## src/rtl/lfm_chirp_seq.sv

```systemverilog
// Burst sequencer for the LFM DDS core. It turns a start pulse and a configuration
// latched at arm time into a train of linear-FM chirps separated by silent gaps.
module lfm_chirp_seq #(
  parameter int N_PHASE = 32,
  parameter int LEN_W   = 16,
  parameter int CNT_W   = 8
) (
  input  logic               clk,
  input  logic               rst_n,
  input  logic               start,
  input  logic               stop,
  input  logic [N_PHASE-1:0] cfg_ftw0,
  input  logic [N_PHASE-1:0] cfg_dftw,
  input  logic [1:0]         cfg_mode,
  input  logic [LEN_W-1:0]   cfg_len,
  input  logic [LEN_W-1:0]   cfg_gap,
  input  logic [CNT_W-1:0]   cfg_num,
  output logic [N_PHASE-1:0] ftw_out,
  output logic               phase_clr,
  output logic               dds_en,
  output logic               chirp_start,
  output logic [CNT_W-1:0]   chirp_idx,
  output logic               busy,
  output logic               done,
  output logic               cfg_err
);

  typedef enum logic [2:0] {
    S_IDLE,
    S_ARM,
    S_CHIRP,
    S_GAP,
    S_DONE
  } state_t;

  localparam logic [1:0] MODE_DOWN = 2'd1;
  localparam logic [1:0] MODE_ALT  = 2'd2;

  state_t             state_q, state_d;

  // configuration captured in ARM
  logic [N_PHASE-1:0] ftw0_q, ftw0_d;
  logic [N_PHASE-1:0] dftw_q, dftw_d;
  logic [1:0]         mode_q, mode_d;
  logic [LEN_W-1:0]   len_q, len_d;
  logic [LEN_W-1:0]   gap_q, gap_d;
  logic [CNT_W-1:0]   num_q, num_d;

  // sample counter is shared between CHIRP and GAP
  logic [LEN_W-1:0]   samp_q, samp_d;
  logic [CNT_W-1:0]   idx_q, idx_d;
  logic               down_q, down_d;

  logic [N_PHASE-1:0] ftw_q, ftw_d;
  logic               phase_clr_q, phase_clr_d;
  logic               dds_en_q, dds_en_d;
  logic               chirp_start_q, chirp_start_d;
  logic               busy_q, busy_d;
  logic               done_q, done_d;
  logic               cfg_err_q, cfg_err_d;

  logic [CNT_W-1:0]   idx_inc;
  logic               last_samp;
  logic               last_gap;
  logic               burst_end;

  function automatic logic dir_down(input logic [1:0] mode, input logic odd);
    return (mode == MODE_DOWN) || ((mode == MODE_ALT) && odd);
  endfunction

  assign idx_inc   = idx_q + CNT_W'(1);
  assign last_samp = (samp_q == (len_q - LEN_W'(1)));
  assign last_gap  = (samp_q == (gap_q - LEN_W'(1)));
  assign burst_end = (num_q != '0) && (idx_inc == num_q);

  always_comb begin
    state_d       = state_q;
    ftw0_d        = ftw0_q;
    dftw_d        = dftw_q;
    mode_d        = mode_q;
    len_d         = len_q;
    gap_d         = gap_q;
    num_d         = num_q;
    samp_d        = samp_q;
    idx_d         = idx_q;
    down_d        = down_q;
    ftw_d         = '0;
    phase_clr_d   = 1'b0;
    dds_en_d      = 1'b0;
    chirp_start_d = 1'b0;
    done_d        = 1'b0;
    cfg_err_d     = 1'b0;

    case (state_q)
      S_IDLE: begin
        idx_d = '0;
        if (start) begin
          if (cfg_len != '0) begin
            state_d = S_ARM;
          end else begin
            cfg_err_d = 1'b1;
          end
        end
      end

      S_ARM: begin
        idx_d = '0;
        if (stop) begin
          state_d = S_IDLE;
        end else begin
          ftw0_d        = cfg_ftw0;
          dftw_d        = cfg_dftw;
          mode_d        = cfg_mode;
          len_d         = cfg_len;
          gap_d         = cfg_gap;
          num_d         = cfg_num;
          samp_d        = '0;
          down_d        = dir_down(cfg_mode, 1'b0);
          state_d       = S_CHIRP;
          ftw_d         = cfg_ftw0;
          phase_clr_d   = 1'b1;
          chirp_start_d = 1'b1;
          dds_en_d      = 1'b1;
        end
      end

      S_CHIRP: begin
        if (stop) begin
          state_d = S_IDLE;
          idx_d   = '0;
        end else if (last_samp) begin
          idx_d  = idx_inc;
          samp_d = '0;
          if (burst_end) begin
            state_d = S_DONE;
            done_d  = 1'b1;
          end else if (gap_q != '0) begin
            state_d = S_GAP;
          end else begin
            // zero gap: next chirp starts on the very next sample
            state_d       = S_CHIRP;
            down_d        = dir_down(mode_q, idx_inc[0]);
            ftw_d         = ftw0_q;
            phase_clr_d   = 1'b1;
            chirp_start_d = 1'b1;
            dds_en_d      = 1'b1;
          end
        end else begin
          samp_d   = samp_q + LEN_W'(1);
          ftw_d    = down_q ? (ftw_q - dftw_q) : (ftw_q + dftw_q);
          dds_en_d = 1'b1;
        end
      end

      S_GAP: begin
        if (stop) begin
          state_d = S_IDLE;
          idx_d   = '0;
        end else if (last_gap) begin
          state_d       = S_CHIRP;
          samp_d        = '0;
          down_d        = dir_down(mode_q, idx_q[0]);
          ftw_d         = ftw0_q;
          phase_clr_d   = 1'b1;
          chirp_start_d = 1'b1;
          dds_en_d      = 1'b1;
        end else begin
          samp_d = samp_q + LEN_W'(1);
        end
      end

      S_DONE: begin
        state_d = S_IDLE;
        idx_d   = '0;
      end

      default: begin
        state_d = S_IDLE;
        idx_d   = '0;
      end
    endcase

    busy_d = (state_d != S_IDLE);
  end

  always_ff @(posedge clk or negedge rst_n) begin
    if (!rst_n) begin
      state_q       <= S_IDLE;
      ftw0_q        <= '0;
      dftw_q        <= '0;
      mode_q        <= '0;
      len_q         <= '0;
      gap_q         <= '0;
      num_q         <= '0;
      samp_q        <= '0;
      idx_q         <= '0;
      down_q        <= 1'b0;
      ftw_q         <= '0;
      phase_clr_q   <= 1'b0;
      dds_en_q      <= 1'b0;
      chirp_start_q <= 1'b0;
      busy_q        <= 1'b0;
      done_q        <= 1'b0;
      cfg_err_q     <= 1'b0;
    end else begin
      state_q       <= state_d;
      ftw0_q        <= ftw0_d;
      dftw_q        <= dftw_d;
      mode_q        <= mode_d;
      len_q         <= len_d;
      gap_q         <= gap_d;
      num_q         <= num_d;
      samp_q        <= samp_d;
      idx_q         <= idx_d;
      down_q        <= down_d;
      ftw_q         <= ftw_d;
      phase_clr_q   <= phase_clr_d;
      dds_en_q      <= dds_en_d;
      chirp_start_q <= chirp_start_d;
      busy_q        <= busy_d;
      done_q        <= done_d;
      cfg_err_q     <= cfg_err_d;
    end
  end

  assign ftw_out     = ftw_q;
  assign phase_clr   = phase_clr_q;
  assign dds_en      = dds_en_q;
  assign chirp_start = chirp_start_q;
  assign chirp_idx   = idx_q;
  assign busy        = busy_q;
  assign done        = done_q;
  assign cfg_err     = cfg_err_q;

endmodule

```

## config.mk

```make
export PLATFORM = sky130hd
export DESIGN_NAME = lfm_chirp_seq
export DESIGN_NICKNAME = d
export VERILOG_FILES = /design/src/rtl/lfm_chirp_seq.sv
export SDC_FILE = /design/constraint.sdc
export NUM_CORES = 1
export LEC_CHECK = 0
export CAP_MARGIN = 20
export CORE_MARGIN = 4
export CORE_UTILIZATION = 60
export CTS_CLUSTER_DIAMETER = 100
export DETAILED_ROUTE_END_ITERATION = 12
export PLACE_DENSITY = 0.95
export REMOVE_ABC_BUFFERS = 1
export SYNTH_ARGS = -nofsm -noshare
export SYNTH_HDL_FRONTEND = slang
export SYNTH_SLANG_ARGS = --single-unit
```

## constraint.sdc

```tcl
create_clock -name clk -period 8.7 [get_ports clk]
set_input_delay 1.74 -clock clk [delete_from_list [all_inputs] [get_ports clk]]
set_output_delay 1.74 -clock clk [all_outputs]
set_load 0.02 [all_outputs]
```

==> flow_summary_export.csv <==
group,metric,value,unit
outcome,status,"completed",
clock_network,cts-buffers-inserted,17,
timing,totalNegativeSetupSlack,0,ns
worst_setup_path,critPathTopFamily,"compound AO/OA/AOI/OAI gates",
logic_synthesis,yosysMostFrequentCell,"nand2_1",
finish,multi_input_comb_area,5940,um^2
worst_setup_path,crit_chain,"nor3_1 -> nand2_1 -> nor3_1 -> nand2_1 -> nor2_1 -> a21oi_1 -> xnor2_1 -> ha_1 -> a211oi_1 -> o21ai_0 -> a31oi_1 -> o311ai_0 -> and4_1 -> a2111oi_0 -> clkbuf_1 -> a211o_1 -> o21ai_1",
global_route,antenna_found_initial,0,
worst_setup_path,r2r-start,"dftw_q[3]",
logic_synthesis,synth_ff_type,"dfrtp_1",
finish,drive_above_1_share,0.0356,
worst_setup_path,cp_slowest_cell,"a2111oi_0",
job,drv_cap,0,
worst_setup_path,r2r_cells,17,
logic_synthesis,syn_avg_cell_area,8.34,um^2
global_route,first_global_vias,9498,
logic_synthesis,yosysSeqAreaShare,0.404,
finish,regArea,4280,um^2
floorplan,initial_utilization,0.612,
routing,wl_per_cell,17.3,um
worst_setup_path,crit_fanout,6,
routing,detail-route-antenna-nets,0,
logic_synthesis,async_flop_share,1.00,
logic_synthesis,postSynthCellCount,1269,
timing,setup_viol,0,
routing,vias,9726,
hold_path,timing.hold.worst.class,"reg -> reg",
logic_synthesis,ys_seq_elements,171,
finish,fillers,1255,
floorplan,chipWidth,141,um
logic_synthesis,synth_top_area_cell,"dfrtp_1",
clock_network,cts_resized,0,
floorplan,io_pins,156,
logic_synthesis,synthTopCellsByCount,"347 x nand2_1, 171 x dfrtp_1, 76 x xnor2_1",
logic_synthesis,syn_area,10600,um^2
worst_setup_path,worstPathRequired,9.01,ns
floorplan,dieArea,19800,um^2
logic_synthesis,yosysWarnings,0,
global_route,grt_pass1_wl,46100,um
timing,finalHoldViolations,0,
clock_network,numClockSinks,171,
worst_setup_path,worstPathArrival,5.09,ns
timing,fin_skew,0.0157,ns
place,routabilityCongestion,0.933,
pwr,power_frac_comb,0.509,
global_route,grt_use_total,0.285,
logic_synthesis,synth_edf_count,0,
pwr,p_clk_frac,0.168,
finish,synthToLayoutAreaGrowth,21.0,%
clock_network,post-cts-setup-buffers,0,
clock_network,cts_tree,"built",
worst_setup_path,critPathBufInv,1,
pwr,leakage,5.98,nW
logic_synthesis,synthTopCellsByArea,"dfrtp_1 40%, nand2_1 12%, xnor2_1 6.3%",
clock_network,path_clk_slew,0.07,ns
hold_path,hold-path-endpoint,"ftw0_q[10]",
pwr,power_switching,0.00193,W
hold_path,hp-start,"ftw0_q[10]",
place,portBuffers,155,
pwr,vdd_drop_max,0.198,mV
floorplan,fp.dieH,141,um
timing,finalCriticalPeriod,4.78,ns
global_route,gr-total-overflow,0,
worst_setup_path,crit_type,"reg -> reg",
clock_network,cts_root_buf,"clkbuf_16",
timing,tightestPinTransition,1.11,ns
routing,drt_wl_total,28200,um
pwr,powerDensity,347,nW/um^2
pwr,total_power,0.00444,W
timing,fin_crit_sh,0.549,
clock_network,htree_levels,4,
clock_network,clock_latency,0.44,ns
clock_network,cts_hold_buf,0,
place,dp.final_hpwl,20200,um
timing,drv_slew,0,
logic_synthesis,yosysTopAreaCellShare,0.404,
logic_synthesis,yosysUniqueCellTypes,75,
global_route,grt_start_max_net_pins,106,
pwr,p_int,0.00252,W
worst_setup_path,rrSetupSlack,3.92,ns
clock_network,cts_buffer_depth,2,
finish,antennaDiodeCount,0,
hold_path,min_path_cells,2,
finish,layout.nets,1541,
routing,drcViolationCount,0,
floorplan,row_count,48,
routing,drtPass1Iterations,10,
timing,relSlewSlack,0.260,
pwr,power_frac_seq,0.323,
timing,fmax,209,MHz
worst_setup_path,crit_path_start_kind,"register",
routing,vias_per_cell,5.96,
worst_setup_path,end_kind,"register",
routing,drt_iter0_markers,716,
worst_setup_path,slowest_delay,0.70,ns
pwr,swShare,0.434,
floorplan,core_area,17300,um^2
timing,rsz0062_at_grt,"false",
worst_setup_path,reg2reg_to,"ftw_out[31]",
-- worst register-to-register path: cells and delay by family, from the launching register on --
family                     cells  cell delay (ns)
AOI/OAI and AO/OA              8             1.92
xor gates and xnor gates       1             0.14
adders and majority gates      1             0.37
buffers and inverters          1             0.24
DFF                            1             0.43
and+or+nand+nor                6             1.55
-- placed cells by master (no fill, tap or decap), types with 10 or more instances in the layout --
cell             instances
nand2b_1                17
dfrtp_1                171
nor2_1                  61
xor2_1                  40
and2_1                  10
or3_1                   13
xnor2_1                 76
nand3_1                 29
and3_1                  18
inv_1                   32
a21oi_1                 55
nand4_1                 11
nand2_1                347
nor3_1                  28
a21o_1                  32
clkbuf_16               17
nor4_1                  21
clkdlybuf4s50_1        154
o21ai_0                 70
ha_1                    36
-- cell type report --
| type | instances | area share |
|---|---|---|
| clock inverters | 10 | 0.00929 |
| clock buffers | 21 | 0.0352 |
| flip-flops and latches | 171 | 0.334 |
| multi-input cells | 1009 | 0.464 |
| inverters | 32 | 0.00938 |
| repair buffers | 163 | 0.126 |
| well taps | 225 | 0.0220 |
-- power by group through the flow --
stage | Combinational, W | Clock (W) | Sequential [W]
finish | 0.00226 | 0.000748 | 0.00143
global route | 0.00251 | 0.000782 | 0.00148
CTS | 0.00224 | 0.000752 | 0.00143
detailed placement | 0.00220 | 0 | 0.00143
global placement | 0.00213 | 0 | 0.00142
floorplan | 0.00162 | 0 | 0.00140
-- per-stage QoR --
step | setup slack (ns) | hold slack (ns) | util | cell area [um^2] | cells
finish | 3.92 | 0.480 | 0.740 | 12800 | 1631
global route | 3.61 | 0.503 | 0.740 | 12800 | 1631
CTS | 3.81 | 0.481 | 0.740 | 12800 | 1630
detailed placement | 3.90 | 0.466 | 0.707 | 12200 | 1599
global placement | 4.08 | 0.457 | 0.707 | 12200 | 1599
floorplan | -3.32 | 0.446 | - | 10300 | 1212
-- layer usage --
layer / up-vias / wire, um / global-route usage
li1: 4630 / - / -
met1: 4627 / 11700 / 0.364
met2: 397 / 13800 / 0.490
met3: 72 / 1960 / 0.0546
met4: 0 / 749 / 0.0938
met5: - / 0 / 0
-- flip-flops by register name, indices dropped and copies added (netlist names) --
| register | count |
|---|---|
| busy | 1 |
| cfg_err | 1 |
| chirp_idx | 8 |
| chirp_start | 1 |
| dds_en | 1 |
| dftw_q | 32 |
| done | 1 |
| down_q | 1 |
| ftw0_q | 32 |
| ftw_out | 32 |
| gap_q | 16 |
| len_q | 16 |
| mode_q | 2 |
| num_q | 8 |
| samp_q | 16 |
| state_q | 3 |
-- how the worst max path moves through the flow --
stage                           from           to  depth (start not counted)
after floorplan                 stop       down_q                          3
after global placement    dftw_q[11]  ftw_out[27]                         15
after detailed placement   dftw_q[3]  ftw_out[27]                         16
after CTS                  dftw_q[3]  ftw_out[31]                         16
after global routing      dftw_q[11]  ftw_out[31]                         16
final                      dftw_q[3]  ftw_out[31]                         17
-- cells by family after synthesis --
logic type / count (synthesis) / share of synthesized area
buffers and inverters: 89 / 0.0350
AND/OR/NAND/NOR: 614 / 0.271
adder cells (fa/ha/maj): 37 / 0.0445
multiplexers: 6 / 0.00591
XOR/XNOR: 116 / 0.0960
AO/OA/AOI/OAI: 236 / 0.143
flip-flops: 171 / 0.404
Note: power is estimated with default switching activity, not from simulation.
